## config.mk

```make
export PLATFORM = sky130hd
export DESIGN_NAME = id_ex_stage
export DESIGN_NICKNAME = d
export VERILOG_FILES = /design/src/rtl/id_ex_stage.sv
export SDC_FILE = /design/constraint.sdc
export NUM_CORES = 1
export LEC_CHECK = 0
export CORE_MARGIN = 1.5
export CORE_UTILIZATION = 44
export DETAILED_ROUTE_END_ITERATION = 7
export PLACE_DENSITY = 0.84
export SYNTH_ARGS = -nofsm -noshare
export SYNTH_HDL_FRONTEND = slang
export SYNTH_SLANG_ARGS = --single-unit
```

## constraint.sdc

```tcl
create_clock -name clk -period 3.3 [get_ports clk]
set_input_delay 0.495 -clock clk [delete_from_list [all_inputs] [get_ports clk]]
set_output_delay 0.495 -clock clk [all_outputs]
set_load 0.005 [all_outputs]
```

## src/rtl/id_ex_stage.sv

```systemverilog
// ID/EX pipeline register: captures decoded instructions, inserts load-use bubbles,
// and forwards EX/MEM and MEM/WB results onto the ALU operands.
module id_ex_stage (
    input  logic        clk,
    input  logic        rst,
    input  logic        id_valid,
    input  logic [3:0]  id_alu_op,
    input  logic [3:0]  id_rs_addr,
    input  logic [3:0]  id_rt_addr,
    input  logic [3:0]  id_rd_addr,
    input  logic [15:0] id_rs_data,
    input  logic [15:0] id_rt_data,
    input  logic [15:0] id_imm,
    input  logic        id_use_imm,
    input  logic        id_reg_write,
    input  logic        id_mem_read,
    input  logic        id_mem_write,
    input  logic        flush,
    input  logic        hold,
    input  logic        exm_reg_write,
    input  logic        exm_mem_read,
    input  logic [3:0]  exm_rd_addr,
    input  logic [15:0] exm_result,
    input  logic        wb_reg_write,
    input  logic [3:0]  wb_rd_addr,
    input  logic [15:0] wb_data,
    output logic [3:0]  alu_op,
    output logic [15:0] alu_a,
    output logic [15:0] alu_b,
    output logic [15:0] ex_store_data,
    output logic        ex_valid,
    output logic        ex_reg_write,
    output logic        ex_mem_read,
    output logic        ex_mem_write,
    output logic [3:0]  ex_rd_addr,
    output logic        stall_id,
    output logic [15:0] stall_count
);

    localparam logic [3:0] NO_REG = 4'hF;

    logic        valid_q;
    logic [3:0]  alu_op_q;
    logic [3:0]  rs_addr_q;
    logic [3:0]  rt_addr_q;
    logic [3:0]  rd_addr_q;
    logic [15:0] rs_data_q;
    logic [15:0] rt_data_q;
    logic [15:0] imm_q;
    logic        use_imm_q;
    logic        reg_write_q;
    logic        mem_read_q;
    logic        mem_write_q;
    logic [15:0] stall_count_q;

    logic        hazard;
    logic [15:0] rs_fwd;
    logic [15:0] rt_fwd;

    function automatic logic [15:0] forward(
        input logic [3:0]  src,
        input logic [15:0] reg_val,
        input logic        exm_we,
        input logic        exm_ld,
        input logic [3:0]  exm_rd,
        input logic [15:0] exm_val,
        input logic        wb_we,
        input logic [3:0]  wb_rd,
        input logic [15:0] wb_val
    );
        if (src == NO_REG)
            return reg_val;
        // A load in EX/MEM has no result yet; the load-use bubble covers that case.
        if (exm_we && !exm_ld && (exm_rd == src))
            return exm_val;
        if (wb_we && (wb_rd == src))
            return wb_val;
        return reg_val;
    endfunction

    assign hazard = valid_q && mem_read_q && (rd_addr_q != NO_REG) && id_valid &&
                    ((rd_addr_q == id_rs_addr) || (rd_addr_q == id_rt_addr));

    assign stall_id = hazard && !flush;

    always_ff @(posedge clk or posedge rst) begin
        if (rst) begin
            valid_q       <= 1'b0;
            alu_op_q      <= 4'h0;
            rs_addr_q     <= NO_REG;
            rt_addr_q     <= NO_REG;
            rd_addr_q     <= NO_REG;
            rs_data_q     <= 16'h0000;
            rt_data_q     <= 16'h0000;
            imm_q         <= 16'h0000;
            use_imm_q     <= 1'b0;
            reg_write_q   <= 1'b0;
            mem_read_q    <= 1'b0;
            mem_write_q   <= 1'b0;
            stall_count_q <= 16'h0000;
        end else if (flush) begin
            valid_q     <= 1'b0;
            rd_addr_q   <= NO_REG;
            reg_write_q <= 1'b0;
            mem_read_q  <= 1'b0;
            mem_write_q <= 1'b0;
        end else if (hold) begin
            valid_q <= valid_q;
        end else if (hazard) begin
            // Bubble carries no destination so it cannot be mistaken for a producer.
            valid_q     <= 1'b0;
            rd_addr_q   <= NO_REG;
            reg_write_q <= 1'b0;
            mem_read_q  <= 1'b0;
            mem_write_q <= 1'b0;
            if (stall_count_q != 16'hFFFF)
                stall_count_q <= stall_count_q + 16'h0001;
        end else begin
            valid_q     <= id_valid;
            alu_op_q    <= id_alu_op;
            rs_addr_q   <= id_rs_addr;
            rt_addr_q   <= id_rt_addr;
            rd_addr_q   <= id_rd_addr;
            rs_data_q   <= id_rs_data;
            rt_data_q   <= id_rt_data;
            imm_q       <= id_imm;
            use_imm_q   <= id_use_imm;
            reg_write_q <= id_valid && id_reg_write;
            mem_read_q  <= id_valid && id_mem_read;
            mem_write_q <= id_valid && id_mem_write;
        end
    end

    always_comb begin
        rs_fwd = forward(rs_addr_q, rs_data_q, exm_reg_write, exm_mem_read, exm_rd_addr,
                         exm_result, wb_reg_write, wb_rd_addr, wb_data);
        rt_fwd = forward(rt_addr_q, rt_data_q, exm_reg_write, exm_mem_read, exm_rd_addr,
                         exm_result, wb_reg_write, wb_rd_addr, wb_data);
    end

    always_comb begin
        alu_op        = 4'h0;
        alu_a         = 16'h0000;
        alu_b         = 16'h0000;
        ex_store_data = 16'h0000;
        if (valid_q) begin
            alu_op        = alu_op_q;
            alu_a         = rs_fwd;
            alu_b         = use_imm_q ? imm_q : rt_fwd;
            ex_store_data = rt_fwd;
        end
    end

    assign ex_valid     = valid_q;
    assign ex_reg_write = reg_write_q;
    assign ex_mem_read  = mem_read_q;
    assign ex_mem_write = mem_write_q;
    assign ex_rd_addr   = rd_addr_q;
    assign stall_count  = stall_count_q;

endmodule

```

-- Word-level counts from Yosys, hierarchy flattened
Index checks and enable logic that the tools add are counted.
- add/subtract/negate cells: 1
- multiply operators: 0
- div/mod/pow operators: 0
- $lt $le $gt $ge: 0
- eq/ne operators: 11
- shifts and indexed selects: 0
- mux-type cells: 44
- bitwise operators: 3
- reductions and logical operators: 18
- operator list (cell ; count):
    two-way mux 16 bit ; 16
    == test 4 bit ; 6
    two-way mux 1 bit ; 24
    adder 16 x 1 -> 16 bit, second input constant ; 1
    two-way mux 4 bit ; 4
    inequality test 16 bit, second input constant ; 1
    logical AND 1 bit ; 13
    == test 4 bit, second input constant ; 2
    inequality test 4 bit, second input constant ; 1
    AND reduction 4 bit ; 1
    NOT 1 bit ; 3
    AND reduction 3 bit ; 1
    zero test 1 bit ; 2
    inequality test 2 bit, second input constant ; 1
    logical OR 1 bit ; 1
- register bits: 85
- bits in latches: 0
- RAM bits: 0
- memory bits (read-only): 0
- output and inout port bits: 77
- memories: 0

-- Logic depth before layout (Yosys ltp)
Gate-level depths: netlist of run 1.
- depth in word-level cells: 12
- mapped depth: 8
- mapped depth without buffers: 6

-- Worst setup path before layout of run 1
Ideal clock, no wire load.
- path kind: input port to output port
- start point: input exm_rd_addr[1]
- end point: output alu_b[10]
- arrival time: 1.795 ns
- setup slack: 1.010 ns
- stages on the path: 6
- buffers on the path: 1
- path through: xor2_1 > a41o_2 > o32ai_4 > buf_6 > nor2_1 > o41ai_2
- longest elaborated chain between the ends: 9
- elaborated cells on any way between the ends: 11
- ends and longest elaborated chain (item ; line ; text):
    from (decl) ; 22 ; input logic [3:0] exm_rd_addr,
    == test 4 bit * ; 74 ; if (exm_we && !exm_ld && (exm_rd == src))
    logical AND 1 bit * ; 74 ;
    two-way mux 16 bit ; 74 ;
    two-way mux 16 bit ; 76 ; if (wb_we && (wb_rd == src))
    two-way mux 16 bit ; 78 ; return reg_val;
    two-way mux 16 bit * ; 76 ;
    two-way mux 16 bit * ; 74 ;
    two-way mux 16 bit * ; 149 ; alu_b = use_imm_q ? imm_q : rt_fwd;
    two-way mux 16 bit * ; 146 ; if (valid_q) begin
    to (decl) ; 29 ; output logic [15:0] alu_b,
Every way passes the cells marked *; elsewhere a longest branch is shown, timed or not. The select of a mux whose other input is x is not followed.

-- Worst setup path in the final report of run 1
- start point: input wb_rd_addr[3]
- end point: output ex_store_data[9]
- longest elaborated chain between the ends: 9
- elaborated cells on any way between the ends: 10
- ends and longest elaborated chain (item ; line ; text):
    from (decl) ; 25 ; input logic [3:0] wb_rd_addr,
    == test 4 bit * ; 76 ;
    logical AND 1 bit * ; 76 ;
    two-way mux 1 bit (2 in series) ; 76 ;
    two-way mux 1 bit ; 74 ;
    two-way mux 16 bit * ; 78 ;
    two-way mux 16 bit * ; 76 ;
    two-way mux 16 bit * ; 74 ;
    two-way mux 16 bit * ; 146 ;
    to (decl) ; 30 ; output logic [15:0] ex_store_data,
Marked as above.

==> summary.md, run 1 <==
| Metric | Value |
|---|---|
| Asr flop ratio synth | `100%` |
| Routed Antenna Nets | `0` |
| Syn Area/Cell | `10.6 µm²` |
| Internal reg-to-reg setup slack | `0.90 ns` |
| GRT overflow | `0` |
| Max Freq | `310 MHz` |
| Vias per cell | `5.59` |
| DP HPWL | `12200 µm` |
| Gpl congestion | `0.923` |
| Hold slack | `0.506 ns` |
| Worst Path Required | `2.80 ns` |
| Setup-failing EPs final | `0` |
| Max Clock Skew | `0.00740 ns` |
| Synthesis-stage register bit count | `85` |
| Synth unique cells | `46` |
| DR vias | `4576` |
| Register-to-Register Path Depth | `6` |
| I/O pins | `193` |
| Core area | `10900 µm²` |
| Synth top area share | `36.9%` |
| Drt first-iter violations | `381` |
| Vias in the first global route | `4697` |
| Signal arrival time at the worst endpoint | `2.73 ns` |
| Ys Warns | `0` |
| Initial Util | `45.5%` |
| Max VDD drop | `228 µV` |
| NumNets Final | `791` |
| CP Launch Type | `primary input` |
| Min-delay worst type | `flop to flop` |
| Drt first pass iters | `5` |
| Clock Latency Late Sink | `0.36 ns` |
| Initial antenna violation count | `0` |
| Syn Inst Count | `466` |
| Period utilization | `97.6%` |
| CTS Buffer Depth | `2` |
| FP Rows | `38` |
| DIE WIDTH | `109 µm` |
| Cts bufs inserted | `9` |
| Sequential element share of the synthesized area | `43.2%` |
| Crit path capture | `ex_store_data[9]` |
| Mapped cell area | `4950 µm²` |
| CP max FO | `17` |
| Crit path time final | `3.22 ns` |
| Cell with the most instances after synthesis | `dfrtp_1` |
| DR WL/cell | `19.9 µm` |
| Area grow syn2layout | `53.4%` |
| First-pass GRT wire length | `24600 µm` |
| Total power | `2.68 mW` |
| Top post-synthesis cells by area | `dfrtp_1 (37%), mux2_2 (14%), dfstp_2 (6.4%)` |
| Synth cell count leaders | `dfrtp_1 (73), nor2_1 (67), mux2_2 (61)` |
| GR Util All Layers | `27.4%` |
| TritonCTS clock tree | `done` |
| Share of layout cells above drive strength 1 | `27.1%` |
| Buffer type at the clock tree root | `clkbuf_8` |
| Unrepaired setup endpoints after global routing | `no` |
| Worst slew pin tran | `0.842 ns` |
| Drt total wl | `16300 µm` |
| H-tree depth | `3` |
| DR DRC count | `0` |
| Die area | `11900 µm²` |
| Largest net degree at the start of global routing | `50` |
| Slew HR | `43.8%` |
| Cell taking the most area after synthesis | `dfrtp_1` |
| Post-synth top flop | `dfrtp_1` |
| Power Density | `353 nW/µm²` |
| EDFF count, synth | `0` |
| Reg-to-reg startpoint | `ex_rd_addr[3]` |
| Final hold violation count | `0` |
| Max-cap violation count | `0` |
| Status | `completed` |
| CTS sink count | `85` |
| WS Path Type | `primary input to output pin` |
| PortBufs | `192` |
| Antenna diodes | `0` |
| P_leak | `3.56 nW` |
| R2r endpoint | `rs_data_q[10]` |
| Max Slew Vio Count | `0` |
| Die Y | `109 µm` |
| Worst setup path start | `wb_rd_addr[3]` |
| Critical Path End Type | `output pin` |
| Clock-pin transition on the worst setup and hold timing paths | `0.09 ns` |
| Syn_nets | `583` |
worst min path at each step:
stage	from	endpoint	cells after the start	slack, ns
2_1_floorplan	alu_op_q[3]	alu_op_q[3]	1	0.47
3_3_place_gp	stall_count[15]	stall_count[15]	1	0.48
3_5_place_dp	alu_op_q[2]	alu_op_q[2]	1	0.49
4_1_cts	alu_op_q[2]	alu_op_q[2]	1	0.51
5_1_grt	rs_data_q[14]	rs_data_q[14]	1	0.52
6_report	alu_op_q[2]	alu_op_q[2]	1	0.51
registers in the layout, summed over array words and instances (netlist names), 4 cells and up:
| name | count |
|---|---|
| stall_count | 16 |
| rs_addr_q | 4 |
| alu_op_q | 4 |
| imm_q | 16 |
| rs_data_q | 16 |
| ex_rd_addr | 4 |
| rt_data_q | 16 |
| rt_addr_q | 4 |
cell usage in the layout (no fill, tap or decap), types with 12 or more instances in the layout:
cell             count
clkdlybuf4s50_1    143
dfrtp_1             73
mux2_2              61
nor2_1              57
nor3_1              40
dlymetal6s2s_1      29
nand2_1             26
buf_4               26
xor2_1              19
dlygate4sd2_1       19
xnor2_1             18
o31ai_1             16
nor4b_2             13
nor2_2              12
o41ai_2             12
dfstp_2             12
logic make-up (layout without fill, tap and decap cells):
group / Yosys count / in the layout / share of synthesized area [%]
compound gates: 47 / 47 / 10.1
xor+xnor: 39 / 39 / 6.89
fa+ha+maj: 1 / 1 / 0.252
buf+inv: 35 / 248 / 3.64
flops: 85 / 85 / 43.2
mux: 62 / 62 / 14.1
simple gates: 197 / 197 / 21.8
power by group:
| group | internal [mW] | switching, mW |
|---|---|---|
| Clock | 0.283 | 0.416 |
| Combinational | 0.419 | 0.313 |
| Sequential | 1.17 | 0.0847 |
| Total | 1.87 | 0.813 |
metrics by stage:
| step | instance area [µm²] | TNS, ns | worst slack, ns | std cells | util [%] |
|---|---|---|---|---|---|
| 6_report | 7600 | 0 | 0.0784 | 819 | 69.8 |
| 5_1_grt | 7600 | 0 | 0.0181 | 819 | 69.8 |
| 4_1_cts | 7450 | -0.0116 | -0.0116 | 817 | 68.5 |
| 3_5_place_dp | 7230 | -2.35 | -0.175 | 801 | 66.4 |
| 3_3_place_gp | 7230 | -2.01 | -0.129 | 801 | 66.4 |
| 2_1_floorplan | 4950 | 0 | 0.631 | 466 | - |
final cells by class:
type	count	area [µm²]
clock buffer	9	124
fill	833	3290
sequential	85	2140
timing repair buffer	226	2330
tap	140	175
multi-input combinational	346	2750
inverter	6	23.8
clock inverter	7	56.3
critical path: stages:
cell and delay (ns):
clkdlybuf4s50_1 0.53, xnor2_1 0.14, nand4_1 0.21, or3_1 0.47, buf_12 0.18, o2111a_1 0.23
clkdlybuf4s50_1 0.47
timing repair:
item / in CTS / in global routing
hold buffers: 0 / 0
gates cloned: 0 / 1
resized for setup: 38 / 39
setup endpoints to repair: 34 / 27
buffers inserted: 0 / 1
hold endpoints to repair: 0 / 0
pin swaps: 3 / 4
routing by layer:
metal	part of all wire (%)	global-route usage, %
met4	3.0	10.7
met2	49	44.3
met1	41	35.3
met3	7.5	6.63
met5	0	0
Power figures use the tool's default switching activity.
==> run 2, diff against run 1 <==
Settings changed: ABC_CLOCK_PERIOD_IN_PS set to 2710, CORE_UTILIZATION 44 to 25, PLACE_DENSITY 0.84 to 0.56.
Clock period 3.3 ns to 2.71 ns, I/O delays scaled along.
==> run 2 against run 1 <==
The run now ends with setup timing left. Non-clock buffer count up 30. Routed wire length increased by 9.8%. Flip-flop and latch count unchanged. Via count is 1.3% lower. Clock-buffer cell count did not move. Total power is 49% higher. Sequential power grew 23%. Hold slack got worse by 0.049 ns. Register-to-register slack worse by 0.46 ns. Critical endpoint is now ex_store_data[2]. Clock skew grew 0.0062 ns.
==> summary.md, run 2 (synthesized netlist as in run 1, its figures left out) <==
| Metric | Value |
|---|---|
| Worst Path Required | `2.30 ns (-0.50 ns)` |
| FP Rows | `51 (+34%)` |
| Final core occ | `43.5% (-26 points)` |
| Most frequent cells in the layout | `clkdlybuf4s50_1 (140), dfrtp_1 (73), mux2_2 (61)` |
| Drt first pass iters | `4 (-1)` |
| GR Util All Layers | `17.5% (-10 points)` |
| Final worst slack | `-0.0616 ns (-0.140 ns)` |
| Register-to-Register Path Depth | `6 (unchanged)` |
| Worst slew pin tran | `0.727 ns (-0.115 ns)` |
| I/O pins | `193 (unchanged)` |
| Commonest non-fill, non-tap cell in the layout | `clkdlybuf4s50_1` |
| Slew HR | `51.5% (+7.8 points)` |
| Fill cells | `1854 (+120%)` |
| Signal arrival time at the worst endpoint | `2.37 ns (-0.36 ns)` |
| Max VDD drop | `292 µV (+28%)` |
| Final hold violation count | `0 (unchanged)` |
| Hold_buf cts | `0 (unchanged)` |
| GRT overflow | `0 (unchanged)` |
| Hold slack | `0.456 ns (-0.0494 ns)` |
| Period utilization | `102%` |
| Slowest cell on crit path | `dfstp_2` |
| H-tree depth | `3 (unchanged)` |
| First-pass GRT wire length | `27400 µm (+11%)` |
| Max Clock Skew | `0.0136 ns (+0.00624 ns)` |
| CP Depth | `7 (unchanged)` |
| CTS sink count | `85 (unchanged)` |
| Die Y | `144 µm (+32%)` |
| Vias in the first global route | `4825 (+2.7%)` |
| DR vias | `4516 (-1.3%)` |
| Crit path time final | `2.77 ns` |
| CP top delay family | `flip-flops` |
| Drt total wl | `17900 µm (+9.8%)` |
| Vias per cell | `4.63 (-17%)` |
| DIE WIDTH | `144 µm (+32%)` |
| Power Density | `474 nW/µm² (+34%)` |
| Min-delay worst type | `primary input to async pin` |
| Initial antenna violation count | `1 (+1)` |
| Fin Setup TNS | `-0.657 ns (-0.657 ns)` |
| Setup-failing EPs final | `23 (+23)` |
| Status | `finished, violations left` |
| Core area | `19500 µm² (+79%)` |
| NumNets Final | `821 (+3.8%)` |
| PortBufs | `192 (unchanged)` |
| Drt first-iter violations | `168 (-56%)` |
| Gpl congestion | `0.929 (+0.60%)` |
| Critical path's largest stage delay | `0.62 ns (+0.09 ns)` |
| Reg-to-reg startpoint | `stall_count[3]` |
| Share of layout cells above drive strength 1 | `45.3% (+18 points)` |
| DR DRC count | `0 (unchanged)` |
| Area grow syn2layout | `71.0%` |
| WS Path Type | `flop to output pin` |
| Internal reg-to-reg setup slack | `0.44 ns (-0.46 ns)` |
| Clock Latency Late Sink | `0.36 ns (about the same)` |
| Max-cap violation count | `0 (unchanged)` |
| R2r endpoint | `stall_count[1]` |
| Worst setup path start | `rt_addr_q[1]` |
| TritonCTS clock tree | `done` |
| Initial Util | `25.5% (-20 points)` |
| DR WL/cell | `18.3 µm (-7.8%)` |
| CP max FO | `6 (-11)` |
| Buffer type at the clock tree root | `clkbuf_16` |
| Die area | `20700 µm² (+74%)` |
| Max Slew Vio Count | `0 (unchanged)` |
| Routed Antenna Nets | `0 (unchanged)` |
| Max Freq | `361 MHz` |
| Critical Path End Type | `output pin` |
| Crit-path cells | `xor2_2 -> a41o_4 -> o32ai_4 -> buf_6 -> nor2_4 -> nor4b_4 -> buf_2` |
| Bufs and invs on worst path | `2 (-1)` |
| Clock-pin transition on the worst setup and hold timing paths | `0.07 ns (-0.02 ns)` |
| Largest net degree at the start of global routing | `33 (-34%)` |
| Unrepaired setup endpoints after global routing | `yes` |
| DP HPWL | `13500 µm (+11%)` |
| CP Launch Type | `flop` |
| Violated checks | `setup timing` |
| P_leak | `3.43 nW (-3.7%)` |
| CTS Buffer Depth | `2 (unchanged)` |
| Crit path capture | `ex_store_data[2]` |
| Cts bufs inserted | `9 (unchanged)` |
==> run 2: stage by stage <==
stage / instance area [µm²] / setup WS, ns / total power [mW] / instances
floorplan: 4950 / 0.130 / 1.96 / 466
global placement: 7580 / -0.683 / 2.45 / 947
detailed placement: 7580 / -0.732 / 2.47 / 947
CTS: 8280 / -0.0991 / 4.01 / 974
global route: 8470 / -0.169 / 4.20 / 974
finish: 8470 / -0.0616 / 4.01 / 975
==> run 2: where the power goes <==
part / switching (mW) / internal [mW] / total [mW]
logic: 0.471 / 0.609 / 1.08
registers: 0.112 / 1.43 / 1.54
clock network: 0.572 / 0.821 / 1.39
total: 1.15 / 2.86 / 4.01
==> run 2: how the worst min path moves through the flow <==
stage	start	end	cells past startpoint
after detailed placement	rt_data_q[9]	rt_data_q[9]	1
after global placement	alu_op_q[2]	alu_op_q[2]	1
final	rst	imm_q[12]	2
after floorplan	alu_op_q[3]	alu_op_q[3]	1
after global routing	rst	imm_q[12]	2
after CTS	rst	imm_q[12]	2
==> run 2: cell type report <==
type	instances	area (µm²)	area share, %
Antenna cell	1	2.50	0.0295
Clock buffer	9	225	2.66
Clock inverter	7	104	1.23
Inverter	6	23.8	0.281
Multi-Input combinational cell	346	3270	38.6
Sequential cell	85	2140	25.3
Tap cell	265	332	3.91
Timing Repair Buffer	256	2370	28.0
==> run 2: repair_timing <==
| action | CTS | global route |
|---|---|---|
| pin swaps | 54 | 23 |
| resized for setup | 287 | 45 |
| endpoints found under the setup margin | 48 | 48 |
| buffers inserted | 10 | 2 |
| gates cloned | 3 | 0 |
==> run 2: metal layers <==
layer | vias up | track usage, % | share of wire [%]
li1 | 2150 | - | -
met5 | - | 0 | 0
met1 | 2229 | 21.6 | 42
met4 | 0 | 5.53 | 2.2
met3 | 27 | 4.00 | 4.9
met2 | 110 | 30.0 | 51
==> RTL change (config.mk and constraints of run 1) <==
Make the reset (`rst`) synchronous in one clocked block.
--- a/src/rtl/id_ex_stage.sv
+++ b/src/rtl/id_ex_stage.sv
@@ -83,7 +83,7 @@
 
     assign stall_id = hazard && !flush;
 
-    always_ff @(posedge clk or posedge rst) begin
+    always_ff @(posedge clk) begin
         if (rst) begin
             valid_q       <= 1'b0;
             alu_op_q      <= 4'h0;
Check against the original RTL: differs if rst is asserted again (counterexample within 4 cycles, from zero or initial values and one cycle with rst high); with rst held inactive, the same outputs for 4 cycles.
==> RTL change against run 1 <==
Wire length grew 17%; total power shrank 7.8%; worst hold slack lost 31 ps; highest routed layer is now met5; setup slack lost 51 ps; design area is essentially flat; critical endpoint is now alu_a[0]; maximum frequency shrank 1.5%; sequential cell count is the same; synthesized area grew 1.7%; sequential power shrank 13%; utilization shrank 0.59 points.
==> RTL change: results (changes against run 1) <==
Outcome = finished, final reports clean (unchanged)
Peak VDD IR = 0.000248 V (was 0.000228 V)
GPL Wtd Cong = 0.938 (was 0.923)
Yosys cell types = 44 (was 46)
Crit-path max FO = 8 (was 17)
Clock Path Buffers = 2 (unchanged)
Initial antenna violation count = 1 (was 0)
Root Driver = clkbuf_16 (was clkbuf_8)
Dpl cell area = 0.00712 mm^2 (was 0.00723 mm^2)
Syn Inst Count = 647 (was 466)
Dpl ws = -195 ps (was -175 ps)
Via Count = 5987 (was 4576)
Asr flop ratio synth = 0 (was 1.00)
Post-Syn Nets = 764 (was 583)
Peak Freq = 306 MHz (was 310 MHz)
Detail Placement HPWL = 13100 um (was 12200 um)
P_leak = 3.06 nW (was 3.56 nW)
CTS-repair resized insts = 39 (was 38)
First-pass GRT wire length = 28000 um (was 24600 um)
Clk Latency, worst-skew pair = 330 ps (was 360 ps)
Largest net degree at the start of global routing = 58 (was 50)
Vias per std cell = 6.24 (was 5.59)
Sequential-to-total area share from yosys stat = 0.338 (was 0.432)
Share of cells above drive strength 1 = 0.106 (was 0.271)
Primary FF master, synth = dfxtp_1 (was dfrtp_1)
Worst Hold Class = reg -> reg (unchanged)
Worst-margin pin slew = 995 ps (was 842 ps)
Final wirelength = 19000 um (was 16300 um)
Critical Path AT = 2780 ps (was 2730 ps)
Clock Skews = 5.14 ps (was 7.40 ps)
Vias in the first global route = 5606 (was 4697)
# fillers = 870 (was 833)
Clock-pin slew on the worst setup and hold paths = 60 ps (was 90 ps)
# placed instances = 937 (was 801)
Total track usage = 0.297 (was 0.274)
Nets = 932 (was 791)
DR iter-0 viols = 531 (was 381)
Top post-synthesis cells by area = dfxtp_1 (34%), nand3_1 (7.7%), a21oi_1 (6.9%), o21ai_0 (5.8%), nor2_1 (5.1%) (was dfrtp_1 (37%), mux2_2 (14%), dfstp_2 (6.4%), nor2_1 (5.1%), nor3_1 (4.3%))
Family with the most delay on the worst path = buffers and inverters (unchanged)
RTL change: cell types whose count changed in the layout (fill, tap and decap cells not counted), sizes merged, moves of 17 or more:
cell          change
dfxtp            +85
dfrtp            -73
nand3            +70
a21oi            +68
mux2             -62
o21ai            +59
mux2i            +24
nand2            -22
dlymetal6s2s     -20
nor3             -17
RTL change: report_power, final:
part	internal, mW	switching (mW)
Combinational	0.224	0.209
Sequential	1.06	0.0265
Clock	0.548	0.406
RTL change: layer usage:
| layer | GRT usage | wire (um) |
|---|---|---|
| met5 | 0 | 13 |
| met4 | 0.153 | 729 |
| met3 | 0.0594 | 1590 |
| met2 | 0.483 | 9060 |
| met1 | 0.373 | 7610 |
RTL change: worst min-delay path, stage by stage, from the launching register on:
cell	delay [ps]
dfxtp_1	300
o21ai_0	60
a21oi_1	60
RTL change: cells by family after synthesis:
group	after synthesis	share of synthesized area
AO/OA/AOI/OAI	187	0.247
XOR/XNOR	24	0.0417
adder cells (fa/ha/maj)	1	0.00248
buffers and inverters	72	0.0574
flip-flops	85	0.338
multiplexers	24	0.0477
AND/OR/NAND/NOR	254	0.266
RTL change: path summary, 6_finish.rpt:
check	start	endpoint	slack [ps]	cells after the start
hold / removal	alu_op_q[0]	alu_op_q[0]	470	2
setup / recovery	wb_rd_addr[2]	alu_a[0]	30	8
setup reg to reg	ex_valid	stall_count[15]	650	5
hold reg to reg	alu_op_q[0]	alu_op_q[0]	470	2
RTL change: cell type report:
cell class,instances,area [um^2],share of cell area
multi-input cells,490,3200,0.421
repair buffers,222,2220,0.292
flip-flops and latches,85,1700,0.224
clock buffers,12,256,0.0338
well taps,140,175,0.0230
inverters,7,26.3,0.00346
clock inverters,4,22.5,0.00296
